[src/rtl/multicycle_control.sv]
// Multi-cycle RV32I control FSM: sequences fetch/decode/execute/memory/writeback over a shared datapath.
// Optional JALR support is compiled in when CTRL_JALR_EN is defined.
module multicycle_control #(
    parameter int MEM_WAIT_MAX = 15,
    parameter int WAIT_CNT_W   = 8
) (
    input  logic        clk,
    input  logic        rst_n,
    input  logic [31:0] instr,
    input  logic        eq,
    input  logic        mem_ready,
    output logic        mem_req,
    output logic        mem_we,
    output logic        adr_src,
    output logic        ir_write,
    output logic        pc_write,
    output logic        reg_write,
    output logic [1:0]  alu_src_a,
    output logic [1:0]  alu_src_b,
    output logic [2:0]  imm_src,
    output logic [2:0]  alu_ctrl,
    output logic [1:0]  result_src,
    output logic        fault,
    output logic [3:0]  state_dbg
);

    typedef enum logic [3:0] {
        S_FETCH  = 4'd0,
        S_DECODE = 4'd1,
        S_MEMADR = 4'd2,
        S_MEMRD  = 4'd3,
        S_MEMWB  = 4'd4,
        S_MEMWR  = 4'd5,
        S_EXECR  = 4'd6,
        S_EXECI  = 4'd7,
        S_ALUWB  = 4'd8,
        S_BRANCH = 4'd9,
        S_JAL    = 4'd10,
        S_LUI    = 4'd11,
        S_JALR   = 4'd12,
        S_FAULT  = 4'd15
    } state_t;

    typedef struct packed {
        logic       mem_req;
        logic       mem_we;
        logic       adr_src;
        logic       fetch;
        logic       branch;
        logic       pc_write;
        logic       reg_write;
        logic [1:0] alu_src_a;
        logic [1:0] alu_src_b;
        logic [2:0] imm_src;
        logic [2:0] alu_ctrl;
        logic [1:0] result_src;
        logic       fault;
    } ctrl_t;

    localparam logic [WAIT_CNT_W-1:0] WAIT_LAST = WAIT_CNT_W'(MEM_WAIT_MAX - 1);

    state_t                state;
    state_t                state_nxt;
    logic [WAIT_CNT_W-1:0] wait_cnt;
    logic [WAIT_CNT_W-1:0] wait_cnt_nxt;
    ctrl_t                 ctrl_q;

    logic [6:0] opcode;
    logic [2:0] funct3;
    logic       unused_instr_bits;

    assign opcode            = instr[6:0];
    assign funct3            = instr[14:12];
    assign unused_instr_bits = ^{instr[31], instr[29:15], instr[11:7]};

    function automatic logic [2:0] alu_op(input logic [2:0] f3, input logic sub);
        logic [2:0] op;
        op = 3'b000;
        case (f3)
            3'b000:  op = sub ? 3'b001 : 3'b000;
            3'b100:  op = 3'b100;
            3'b110:  op = 3'b011;
            3'b111:  op = 3'b010;
            3'b010:  op = 3'b101;
            default: op = 3'b000;
        endcase
        return op;
    endfunction

    function automatic logic f3_supported(input logic [2:0] f3);
        return (f3 == 3'b000) || (f3 == 3'b010) || (f3 == 3'b100) ||
               (f3 == 3'b110) || (f3 == 3'b111);
    endfunction

    // Moore decode of a state; instr is stable from DECODE onward because IR only loads in FETCH
    function automatic ctrl_t decode(input state_t s, input logic [31:0] ir);
        ctrl_t c;
        c = '0;
        case (s)
            S_FETCH: begin
                c.mem_req    = 1'b1;
                c.fetch      = 1'b1;
                c.alu_src_b  = 2'b10;
                c.result_src = 2'b10;
            end
            S_DECODE: begin
                c.alu_src_a = 2'b01;
                c.alu_src_b = 2'b01;
                c.imm_src   = 3'b010;
            end
            S_MEMADR: begin
                c.alu_src_a = 2'b10;
                c.alu_src_b = 2'b01;
                c.imm_src   = ir[5] ? 3'b001 : 3'b000;
            end
            S_MEMRD: begin
                c.mem_req = 1'b1;
                c.adr_src = 1'b1;
            end
            S_MEMWB: begin
                c.reg_write  = 1'b1;
                c.result_src = 2'b01;
            end
            S_MEMWR: begin
                c.mem_req = 1'b1;
                c.mem_we  = 1'b1;
                c.adr_src = 1'b1;
            end
            S_EXECR: begin
                c.alu_src_a = 2'b10;
                c.alu_ctrl  = alu_op(ir[14:12], ir[30]);
            end
            S_EXECI: begin
                c.alu_src_a = 2'b10;
                c.alu_src_b = 2'b01;
                c.alu_ctrl  = alu_op(ir[14:12], 1'b0);
            end
            S_ALUWB: begin
                c.reg_write = 1'b1;
            end
            S_BRANCH: begin
                c.alu_src_a = 2'b10;
                c.imm_src   = 3'b010;
                c.alu_ctrl  = 3'b001;
                c.branch    = (ir[14:13] == 2'b00);
            end
            S_JAL: begin
                c.pc_write   = 1'b1;
                c.alu_src_a  = 2'b01;
                c.alu_src_b  = 2'b01;
                c.imm_src    = 3'b011;
                c.result_src = 2'b10;
            end
            S_JALR: begin
                c.pc_write   = 1'b1;
                c.alu_src_a  = 2'b10;
                c.alu_src_b  = 2'b01;
                c.result_src = 2'b10;
            end
            S_LUI: begin
                c.alu_src_a = 2'b11;
                c.alu_src_b = 2'b01;
                c.imm_src   = 3'b100;
            end
            S_FAULT: begin
                c.fault = 1'b1;
            end
            default: begin
                c.fault = 1'b1;
            end
        endcase
        return c;
    endfunction

    always_comb begin
        state_nxt    = state;
        wait_cnt_nxt = '0;
        case (state)
            S_FETCH:  if (ctrl_q.mem_req && mem_ready) state_nxt = S_DECODE;
            S_DECODE: begin
                case (opcode)
                    7'b0000011, 7'b0100011: state_nxt = S_MEMADR;
                    7'b0110011:             state_nxt = S_EXECR;
                    7'b0010011:             state_nxt = S_EXECI;
                    7'b1100011:             state_nxt = S_BRANCH;
                    7'b1101111:             state_nxt = S_JAL;
                    7'b0110111:             state_nxt = S_LUI;
`ifdef CTRL_JALR_EN
                    7'b1100111:             state_nxt = (funct3 == 3'b000) ? S_JALR : S_FAULT;
`endif
                    default:                state_nxt = S_FAULT;
                endcase
            end
            S_MEMADR: state_nxt = opcode[5] ? S_MEMWR : S_MEMRD;
            S_MEMRD:  if (mem_ready) state_nxt = S_MEMWB;
            S_MEMWB:  state_nxt = S_FETCH;
            S_MEMWR:  if (mem_ready) state_nxt = S_FETCH;
            S_EXECR,
            S_EXECI:  state_nxt = f3_supported(funct3) ? S_ALUWB : S_FAULT;
            S_ALUWB:  state_nxt = S_FETCH;
            S_BRANCH: state_nxt = (funct3[2:1] == 2'b00) ? S_FETCH : S_FAULT;
            S_JAL,
            S_JALR,
            S_LUI:    state_nxt = S_ALUWB;
            S_FAULT:  state_nxt = S_FAULT;
            default:  state_nxt = S_FAULT;
        endcase

        // Any non-waiting cycle leaves the counter at zero, so each memory state starts fresh
        if (ctrl_q.mem_req && !mem_ready) begin
            if (wait_cnt == WAIT_LAST) begin
                state_nxt = S_FAULT;
            end else begin
                wait_cnt_nxt = wait_cnt + 1'b1;
            end
        end
    end

    always_ff @(posedge clk or negedge rst_n) begin
        if (!rst_n) begin
            state    <= S_FETCH;
            wait_cnt <= '0;
            ctrl_q   <= '0;
        end else begin
            state    <= state_nxt;
            wait_cnt <= wait_cnt_nxt;
            ctrl_q   <= decode(state_nxt, instr);
        end
    end

    assign mem_req    = ctrl_q.mem_req;
    assign mem_we     = ctrl_q.mem_we;
    assign adr_src    = ctrl_q.adr_src;
    assign reg_write  = ctrl_q.reg_write;
    assign alu_src_a  = ctrl_q.alu_src_a;
    assign alu_src_b  = ctrl_q.alu_src_b;
    assign imm_src    = ctrl_q.imm_src;
    assign alu_ctrl   = ctrl_q.alu_ctrl;
    assign result_src = ctrl_q.result_src;
    assign fault      = ctrl_q.fault;
    assign state_dbg  = state;

    // IR and PC strobes in FETCH only fire on the handshake; branch PC update follows the comparison
    assign ir_write = ctrl_q.fetch & mem_ready;
    assign pc_write = ctrl_q.pc_write | (ctrl_q.fetch & mem_ready) |
                      (ctrl_q.branch & (eq ^ instr[12]));

endmodule

[config.mk]
export PLATFORM = sky130hd
export DESIGN_NAME = multicycle_control
export DESIGN_NICKNAME = d
export VERILOG_FILES = /design/src/rtl/multicycle_control.sv
export SDC_FILE = /design/constraint.sdc
export NUM_CORES = 1
export LEC_CHECK = 0
export BUFFER_PORTS_ARGS = -buffer_cell sky130_fd_sc_hd__buf_2
export CORE_ASPECT_RATIO = 1.5
export CORE_MARGIN = 4
export CORE_UTILIZATION = 40
export DETAILED_ROUTE_END_ITERATION = 10
export PLACE_DENSITY_LB_ADDON = 0.25
export SYNTH_ARGS = -nofsm -noshare
export SYNTH_HDL_FRONTEND = slang
export SYNTH_SLANG_ARGS = --single-unit
[constraint.sdc]
create_clock -name clk -period 4.6 [get_ports clk]
set_input_delay 0.92 -clock clk [delete_from_list [all_inputs] [get_ports clk]]
set_output_delay 0.92 -clock clk [all_outputs]
set_load 0.005 [all_outputs]
==> impl_metrics.ini, run 1 <==
[global_route]
grt_first_pass_wirelength_mm = 6.451
gr-total-overflow = 0
grt_antenna_before_repair = 0
first_global_vias = 1348
globalRouteTotalUtil_pct = 14.42
grt_max_degree = 33

[route]
detailroute.via_count = 1350
drt_first_pass_iters = 4
avgViaCountPerCell = 5.400
initialDrtViolationCount = 40
route.antenna.remaining_nets = 0
detail_route.wl_per_cell_microns = 15.26
detail_route.wirelength_mm = 3.815
residual_drc = 0

[worst_hold_path]
hold_path.class = register to register

[sta]
timing.final.crit_period_ns = 2.626
final.setup.tns_ns = 0
skew_ns = 0.004732
timing.final.max_slew_violations = 0
max_slew.worst_pin.slew_ns = 0.7020
maxClockFrequency_mhz = 380.9
ratio_of_final_minimum_period_to_clock_period_pct = 57.08
timing.max_slew.rel_slack_pct = 53.20
rsz0062_at_grt = no
timing.final.ws_setup_ns = 1.974
finalHoldViolCount = 0
setup_violations = 0

[cts]
cts_post_setup_buffers_inserted = 0
cts.root.buffer_cell = sky130_fd_sc_hd__clkbuf_8
holdBufCountCts = 0
clk_latency_ns = 0.28
clock-sinks = 32
htreeDepth = 2
cts-buffers-inserted = 5
cts_resized = 0
clock_tree_from_tritoncts = done
maximum_buffer_depth_of_the_clock_tree = 2
cts.reportedPaths.clkPinSlew_ns = 0.06

[synthesis]
yosysUniqueCellTypes = 56
synth-edff-count = 0
synth_top_area_share_pct = 44.29
synth.top_cells.by_count = 32 x sky130_fd_sc_hd__dfrtp_1, 17 x sky130_fd_sc_hd__nor2_1, 13 x sky130_fd_sc_hd__buf_4, 13 x sky130_fd_sc_hd__nand2_1
syn-instance-count = 176
most_common_cell_in_the_netlist = sky130_fd_sc_hd__dfrtp_1
synth.yosys.warnings = 0
synthesized_area_divided_by_synthesized_cell_count_sq_um = 10.27
postSynthNetCount = 214
netlist_area_sq_mm = 0.001808
postSynth.topFlopCell = sky130_fd_sc_hd__dfrtp_1
synth_async_sr_flop_share_pct = 100.0
synth_seq_area_share_pct = 44.29
synth.largest_area_cell = sky130_fd_sc_hd__dfrtp_1
synth_top_cells_by_area = sky130_fd_sc_hd__dfrtp_1 44%, sky130_fd_sc_hd__buf_4 5.4%, sky130_fd_sc_hd__nor2_1 3.5%
synth_seq_cells = 32

[worst_setup_path]
worst-endpoint-required_ns = 4.75
setup.worst_path.start_class = primary input
cp_data_arrival_time_ns = 2.78
critical_path_peak_fanout = 7
timing.critical_path.to_type = register
worst-setup-path-type = primary input to register

[final_layout]
fin_nets = 241
antenna_cells_inserted = 0
post-route-cell-area_sq_mm = 0.002012
fraction_of_layout_instances_using_a_drive_strength_above_1_pct = 28.92
synthToLayoutAreaGrowth_pct = 11.28

[placement]
placed_cell_area_sq_mm = 0.001922
dp_hpwl_mm = 2.951
portBuffers = 37
final_weighted_congestion_in_routability_driven_placement = 0.8629
worst_setup_slack_post_dpl_ns = 1.662

[die]
io_pins = 59
die_width_microns = 62.90
core.rowCount = 29
die_area_sq_mm = 0.005682
dieHeight_microns = 90.34
floorplan.initialDensity_pct = 41.87
fp.coreArea_sq_mm = 0.004318

[power]
power_density_mw_per_mm2 = 260.7
peakVddDrop_mv = 0.07515
static-leakage-power_uw = 0.0009314

[status]
status = finished, final reports clean

[flow_run]
cap_violations = 0
cells in the final DEF (no fill, tap or decap), types with 2 or more instances in the layout:
cell	count
sky130_fd_sc_hd__nand4_1	6
sky130_fd_sc_hd__or3_4	2
sky130_fd_sc_hd__nand2_1	13
sky130_fd_sc_hd__buf_2	37
sky130_fd_sc_hd__nor2_1	17
sky130_fd_sc_hd__clkbuf_1	2
sky130_fd_sc_hd__nand3_1	6
sky130_fd_sc_hd__inv_1	6
sky130_fd_sc_hd__and2_1	3
sky130_fd_sc_hd__and4_1	2
sky130_fd_sc_hd__nor2b_1	2
sky130_fd_sc_hd__xnor2_1	2
sky130_fd_sc_hd__o21bai_1	2
sky130_fd_sc_hd__ha_1	2
sky130_fd_sc_hd__o31ai_1	2
sky130_fd_sc_hd__xor2_1	6
sky130_fd_sc_hd__a21oi_1	4
sky130_fd_sc_hd__a31oi_1	3
sky130_fd_sc_hd__nand2b_1	3
sky130_fd_sc_hd__dfrtp_1	32
sky130_fd_sc_hd__nor3_1	6
sky130_fd_sc_hd__nor4_1	2
sky130_fd_sc_hd__mux2i_1	2
sky130_fd_sc_hd__o21ai_0	5
sky130_fd_sc_hd__a211o_1	2
sky130_fd_sc_hd__clkbuf_8	6
report_power, final:
group	switching (uW)	internal [uW]	total [uW]
clock	96.0	122	218
combinational	16.4	8.71	25.1
sequential	0	281	281
total	112	412	524
area by class of cell:
class / instances / area (sq um)
well taps: 46 / 57.56
repair buffers: 37 / 185.2
flip-flops and latches: 32 / 800.8
inverters: 7 / 26.28
multi-input cells: 120 / 852.1
fillers: 422 / 2306
clock buffers: 8 / 90.09
critical path: stages:
cell and delay [ns]:
sky130_fd_sc_hd__buf_2 0.13, sky130_fd_sc_hd__or4b_4 0.55, sky130_fd_sc_hd__a311oi_4 0.31, sky130_fd_sc_hd__or3_4 0.21, sky130_fd_sc_hd__and3_1 0.36, sky130_fd_sc_hd__inv_2 0.11
sky130_fd_sc_hd__nor2_1 0.10, sky130_fd_sc_hd__o22ai_1 0.09
per-layer routing:
metal / routed length, microns / global-route usage, % / vias up
met5: 0 / 0 / -
met4: 75 / 7.182 / 0
met3: 147 / 4.234 / 6
met2: 2040 / 25.55 / 25
met1: 1551 / 15.17 / 646
li1: - / - / 673
kinds of logic (layout without fill, tap and decap cells):
kind of cell	after synthesis	in the layout	synth area share, %
compound gates	31	31	14.05
xor+xnor	8	8	3.876
fa+ha+maj	2	2	1.384
buf+inv	24	52	8.580
flops	32	32	44.29
mux	2	2	1.107
simple gates	77	77	26.71
sequential cells by signal (all words and copies together), names as in the netlist, 2 cells and up:
signal	flops
alu_ctrl	3
alu_src_a	2
alu_src_b	2
ctrl_q	3
imm_src	3
result_src	2
state_dbg	4
wait_cnt	8
through the flow:
| step | cells | hold slack (ns) | total power, uW | util, % |
|---|---|---|---|---|
| global route | 250 | 0.5572 | 547.7 | 46.60 |
| CTS | 250 | 0.5361 | 531.0 | 46.60 |
| finish | 250 | 0.5232 | 524.5 | 46.60 |
| detailed placement | 242 | 0.5249 | 312.2 | 44.51 |
| global placement | 242 | 0.5124 | 311.9 | 44.51 |
| floorplan | 176 | 0.4751 | 294.5 | - |
path summary, 6_finish.rpt:
path,endpoint,cells past startpoint,slack (ns),from
max,alu_src_a[1],8,1.97,instr[2]
min in group asynchronous,wait_cnt[5],1,0.68,rst_n
max reg2reg,ctrl_q[15],6,2.29,state_dbg[3]
min,wait_cnt[0],1,0.52,wait_cnt[0]
min reg2reg,wait_cnt[0],1,0.52,wait_cnt[0]
max in group asynchronous,result_src[1],1,3.46,rst_n
Power figures use the tool's default switching activity.
==> run 2, diff against run 1 <==
clock period = 2.2 ns   (was 4.6 ns; I/O delays follow)
==> run 2 against run 1 <==
  * Total power rose by 110%
  * Clock skew increased by 0.0059 ns
  * Worst setup slack got worse by 1.9 ns
  * Non-clock buffer count is 28 higher
  * Critical path depth decreased by 2
  * Hold slack got worse by 0.33 ns
  * First-iteration DRC count grew 38%
  * Sequential cell count is the same
  * Clock power grew 120%
  * Combinational power up 140%
  * Sequential power increased by 110%
  * Cell count increased by 11%
  * Largest cell class unchanged
==> impl_metrics.ini, run 2 (synthesized netlist as in run 1, its figures left out) <==
[final_layout]
fraction_of_layout_instances_using_a_drive_strength_above_1_pct = 38.79
antenna_cells_inserted = 0
final_cell_mix = 37 x sky130_fd_sc_hd__buf_2, 32 x sky130_fd_sc_hd__dfrtp_1, 28 x sky130_fd_sc_hd__buf_4
post-route-cell-area_sq_mm = 0.002231
fill_cells = 407
multi_input_area_sq_um = 858.3
largest_reg_flops = 8
final_common_cell = sky130_fd_sc_hd__buf_2
largest-register = wait_cnt
reg_area_sq_um = 800.8
fin_nets = 269
synthToLayoutAreaGrowth_pct = 23.39

[worst_setup_path]
timing.critical_path.to_type = register
critical_path_peak_fanout = 6
cp_data_arrival_time_ns = 2.27
worst-endpoint-required_ns = 2.39
cpPeakStageDelay_ns = 0.43
worst_path_max_delay_cell = sky130_fd_sc_hd__or3_4
timing.critical_path.cells = nor4b_4 > o21ai_2 > or3_4 > and3_1 > buf_4 > o41ai_2
worst-setup-path-type = register to register
setup.worst_path.start_class = register

[placement]
final_weighted_congestion_in_routability_driven_placement = 0.8651
dp_hpwl_mm = 3.301
placed_cell_area_sq_mm = 0.002132
worst_setup_slack_post_dpl_ns = -0.01671
portBuffers = 37

[die]
dieHeight_microns = 90.34
die_width_microns = 62.90
core.rowCount = 29
fp.coreArea_sq_mm = 0.004318
die_area_sq_mm = 0.005682
io_pins = 59
floorplan.initialDensity_pct = 41.87

[sta]
max_slew.worst_pin.slew_ns = 0.7061
skew_ns = 0.01059
setup_violations = 0
ratio_of_final_minimum_period_to_clock_period_pct = 94.74
rsz0062_at_grt = no
timing.final.crit_period_ns = 2.084
finalHoldViolCount = 0
timing.final.ws_setup_ns = 0.1157
whs_ns = 0.1974
timing.max_slew.rel_slack_pct = 52.93
timing.final.max_slew_violations = 0
final.setup.tns_ns = 0
maxClockFrequency_mhz = 479.8

[power]
power_density_mw_per_mm2 = 501.8
total_power_uw = 1119
static-leakage-power_uw = 0.001069
peakVddDrop_mv = 0.1781

[cts]
cts.root.buffer_cell = sky130_fd_sc_hd__clkbuf_8
clock-sinks = 32
cts-buffers-inserted = 5
clk_latency_ns = 0.28
clock_tree_from_tritoncts = done
htreeDepth = 2
cts.reportedPaths.clkPinSlew_ns = 0.07
maximum_buffer_depth_of_the_clock_tree = 2

[flow_run]
cap_violations = 0

[global_route]
globalRouteTotalUtil_pct = 15.99
first_global_vias = 1487
grt_antenna_before_repair = 0
gr-total-overflow = 0
grt_first_pass_wirelength_mm = 7.148
grt_max_degree = 33

[route]
avgViaCountPerCell = 5.201
initialDrtViolationCount = 55
detail_route.wirelength_mm = 4.239
residual_drc = 0
detail_route.wl_per_cell_microns = 15.25
detailroute.via_count = 1446
route.antenna.remaining_nets = 0
drt_first_pass_iters = 5

[worst_hold_path]
hold_path.class = primary input to async pin

[status]
status = finished, final reports clean
[run 2: cell count changes in the layout (fill, tap and decap cells not counted)]
cell                       delta
sky130_fd_sc_hd__clkbuf_1     -2
sky130_fd_sc_hd__nor4_2       +1
sky130_fd_sc_hd__clkinv_2     +2
sky130_fd_sc_hd__nor4_1       -1
sky130_fd_sc_hd__buf_4       +28
[run 2: final timing paths]
check | start | end | slack [ns] | cells past startpoint
worst max register to register | state_dbg[3] | alu_ctrl[0] | 0.12 | 6
max in group asynchronous | rst_n | wait_cnt[0] | 1.54 | 1
worst max-delay path | state_dbg[3] | alu_ctrl[0] | 0.12 | 6
worst min-delay path | rst_n | alu_ctrl[0] | 0.20 | 1
min in group clk | instr[12] | alu_ctrl[2] | 0.38 | 2
worst min register to register | wait_cnt[0] | wait_cnt[0] | 0.53 | 1
[run 2: metrics by stage]
step / util [%] / std cells
2_1_floorplan: - / 176
3_3_place_gp: 49.38 / 270
3_5_place_dp: 49.38 / 270
4_1_cts: 51.52 / 278
5_1_grt: 51.67 / 278
6_report: 51.67 / 278
[run 2: timing repair]
action,in CTS,in global routing
hold buffers,0,0
setup endpoints to repair,0,2
setup buffers,0,0
resized for setup,0,1
[run 2: cell type report]
cell class,count,share of cell area (%)
Timing Repair Buffer,65,17.72
Inverter,7,1.178
Tap cell,46,2.580
Multi-Input combinational cell,120,38.47
Clock buffer,6,3.702
Clock inverter,2,0.4487
Sequential cell,32,35.89
[run 2: critical path, delay by kind of cell, from the launching register on]
kind	cells	cell delay [ns]
compound gates	2	0.42
buf+inv	1	0.16
flops	1	0.41
simple gates	3	1.00
[run 2: routing by layer]
metal	vias to the layer above	GRT usage (%)	part of all wire, %
met2	21	30.31	57
met1	690	16.95	39
met4	0	6.077	1.5
met3	6	2.989	2.9
li1	729	-	-
met5	-	0	0
[run 2: where the power goes]
part	switching [uW]	total, uW	leakage (uW)	internal [uW]
registers	0	588	0.000421	588
logic	35.3	59.2	0.000597	23.9
clock network	223	472	0.0000510	250
total	258	1120	0.00107	861
==> run 3, diff against run 2 <==
ABC_AREA = 1   (was default)
==> run 3 against run 2 <==
  * Final area decreased by 7.4%
  * Synthesized cell count increased by 28%
  * Sequential share of layout area increased by 2.9 points
  * Core utilization decreased by 3.4 points
  * Worst setup slack improved by 0.21 ns
  * Critical path depth increased by 5
  * Non-clock buffer count decreased by 28
  * Combinational power increased to 20 times the previous value
  * Fmax increased by 11%
  * Synthesized area decreased by 0.35%
  * Critical path type unchanged
==> impl_metrics.ini, run 3 <==
[status]
status = finished, final reports clean

[final_layout]
final_common_cell = sky130_fd_sc_hd__nand2_1
fin_nets = 296
final_cell_mix = 42 x sky130_fd_sc_hd__nand2_1, 37 x sky130_fd_sc_hd__buf_2, 34 x sky130_fd_sc_hd__nor2_1
fraction_of_layout_instances_using_a_drive_strength_above_1_pct = 28.57
synthToLayoutAreaGrowth_pct = 14.65
fill_cells = 445
post-route-cell-area_sq_mm = 0.002066
largest-register = wait_cnt
antenna_cells_inserted = 0
largest_reg_flops = 8

[worst_setup_path]
worst-setup-path-type = register to register
cp_data_arrival_time_ns = 2.04
timing.critical_path.to_type = register
critical_path_peak_fanout = 5
setup.worst_path.start_class = register
worst-endpoint-required_ns = 2.36

[placement]
worst_setup_slack_post_dpl_ns = 0.2761
portBuffers = 37
final_weighted_congestion_in_routability_driven_placement = 0.7790
dp_hpwl_mm = 2.732
placed_cell_area_sq_mm = 0.001954

[global_route]
globalRouteTotalUtil_pct = 13.64
grt_max_degree = 33
gr-total-overflow = 0
first_global_vias = 1382
grt_first_pass_wirelength_mm = 6.113
grt_antenna_before_repair = 0

[synthesis]
synth-edff-count = 0
synth_async_sr_flop_share_pct = 100.0
synth_top_area_share_pct = 44.44
synth.largest_area_cell = sky130_fd_sc_hd__dfrtp_1
yosysUniqueCellTypes = 26
postSynthNetCount = 264
most_common_cell_in_the_netlist = sky130_fd_sc_hd__nand2_1
synthesized_area_divided_by_synthesized_cell_count_sq_um = 7.972
postSynth.topFlopCell = sky130_fd_sc_hd__dfrtp_1
synth_seq_area_share_pct = 44.44
syn-instance-count = 226
netlist_area_sq_mm = 0.001802
synth.yosys.warnings = 0
synth_top_cells_by_area = sky130_fd_sc_hd__dfrtp_1 44%, sky130_fd_sc_hd__nand2_1 8.8%, sky130_fd_sc_hd__nor2_1 7.1%
synth_seq_cells = 32
synth.top_cells.by_count = 42 x sky130_fd_sc_hd__nand2_1, 34 x sky130_fd_sc_hd__nor2_1, 32 x sky130_fd_sc_hd__dfrtp_1, 32 x sky130_fd_sc_hd__inv_1

[sta]
final.setup.tns_ns = 0
rsz0062_at_grt = no
finalHoldViolCount = 0
setup_violations = 0
timing.final.max_slew_violations = 0
ratio_of_final_minimum_period_to_clock_period_pct = 85.27
max_slew.worst_pin.slew_ns = 0.6885
timing.final.crit_period_ns = 1.876
maxClockFrequency_mhz = 533.1
timing.final.ws_setup_ns = 0.3240
timing.max_slew.rel_slack_pct = 54.10
skew_ns = 0.007871

[power]
p_sw_uw = 1094
p_int_uw = 1493
sequentialPowerShare_pct = 32.7
share_comb_of_total_power_pct = 45.9
power_density_mw_per_mm2 = 1252
part_of_the_power_in_the_clock_network_pct = 21.4
peakVddDrop_mv = 0.6856
static-leakage-power_uw = 0.001155
p_sw_share_pct = 42.28

[route]
detail_route.wirelength_mm = 3.424
residual_drc = 0
initialDrtViolationCount = 23
avgViaCountPerCell = 4.787
route.antenna.remaining_nets = 0
detailroute.via_count = 1460
detail_route.wl_per_cell_microns = 11.23
drt_first_pass_iters = 4

[die]
core.rowCount = 29
die_width_microns = 62.80
dieHeight_microns = 90.20
fp.coreArea_sq_mm = 0.004282
io_pins = 59
floorplan.initialDensity_pct = 42.08
die_area_sq_mm = 0.005664

[worst_hold_path]
hold_path.class = primary input to async pin

[cts]
clock_tree_from_tritoncts = done
maximum_buffer_depth_of_the_clock_tree = 2
cts_resized = 0
cts.reportedPaths.clkPinSlew_ns = 0.07
cts-buffers-inserted = 5
cts.root.buffer_cell = sky130_fd_sc_hd__clkbuf_8
htreeDepth = 2
holdBufCountCts = 0
clk_latency_ns = 0.28
clock-sinks = 32
cts_post_setup_buffers_inserted = 0

[flow_run]
cap_violations = 0
==> run 3: area by class of cell <==
type | count | area, sq um | area share, %
sequential | 32 | 800.8 | 38.76
clock buffer | 5 | 68.82 | 3.331
tap | 46 | 57.56 | 2.786
timing repair buffer | 37 | 185.2 | 8.964
clock inverter | 3 | 42.54 | 2.059
inverter | 37 | 141.4 | 6.844
multi-input combinational | 145 | 769.5 | 37.25
==> run 3: critical path: stages (launching register included) <==
cell                      delay [ns]
sky130_fd_sc_hd__dfrtp_1        0.40
sky130_fd_sc_hd__inv_1          0.07
sky130_fd_sc_hd__ha_1           0.14
sky130_fd_sc_hd__nand2_1        0.05
sky130_fd_sc_hd__nor2_1         0.13
sky130_fd_sc_hd__nand4_1        0.22
sky130_fd_sc_hd__nand3_4        0.20
sky130_fd_sc_hd__nor2_4         0.07
sky130_fd_sc_hd__nand3_4        0.12
sky130_fd_sc_hd__nor2_4         0.05
sky130_fd_sc_hd__nor2_1         0.19
sky130_fd_sc_hd__nand3_1        0.11
==> run 3: cells by family after synthesis <==
logic type | count (synthesis) | share of synthesized area, %
compound gates | 19 | 5.625
xor+xnor | 1 | 0.4862
fa+ha+maj | 2 | 1.389
buf+inv | 49 | 12.85
flops | 32 | 44.44
simple gates | 123 | 35.21
==> run 3: metal layers <==
layer / vias up / track usage, % / routed length [microns]
li1: 758 / - / -
met1: 652 / 15.94 / 1463
met2: 46 / 22.89 / 1670
met3: 4 / 3.242 / 215
met4: 0 / 7.182 / 74
met5: - / 0 / 0
==> run 3: per-stage QoR <==
| step | hold slack (ns) | std cells | utilization (%) | power (uW) |
|---|---|---|---|---|
| after CTS | 0.2304 | 305 | 48.25 | 2618 |
| after global placement | 0.4722 | 297 | 45.65 | 2050 |
| final | 0.1989 | 305 | 48.25 | 2587 |
| after floorplan | 0.1444 | 226 | - | 1787 |
| after global routing | 0.2631 | 305 | 48.25 | 2800 |
| after detailed placement | 0.4761 | 297 | 45.65 | 2059 |
==> run 3: path summary, 6_finish.rpt <==
check / end / from / slack, ns / cells after the start
max: alu_src_b[0] / wait_cnt[0] / 0.32 / 11
min: wait_cnt[6] / rst_n / 0.20 / 1
max reg2reg: alu_src_b[0] / wait_cnt[0] / 0.32 / 11
min reg2reg: wait_cnt[0] / wait_cnt[0] / 0.48 / 1
max in group asynchronous: state_dbg[1] / rst_n / 1.56 / 1
min in group clk: alu_ctrl[2] / instr[12] / 0.40 / 2
==> run 3: power groups by stage <==
stage,combinational (uW),sequential [uW],clock (uW)
after CTS,1200,850,566
final,1190,846,553
after global routing,1350,869,586
after detailed placement,1200,861,0
after floorplan,938,849,0
after global placement,1190,859,0
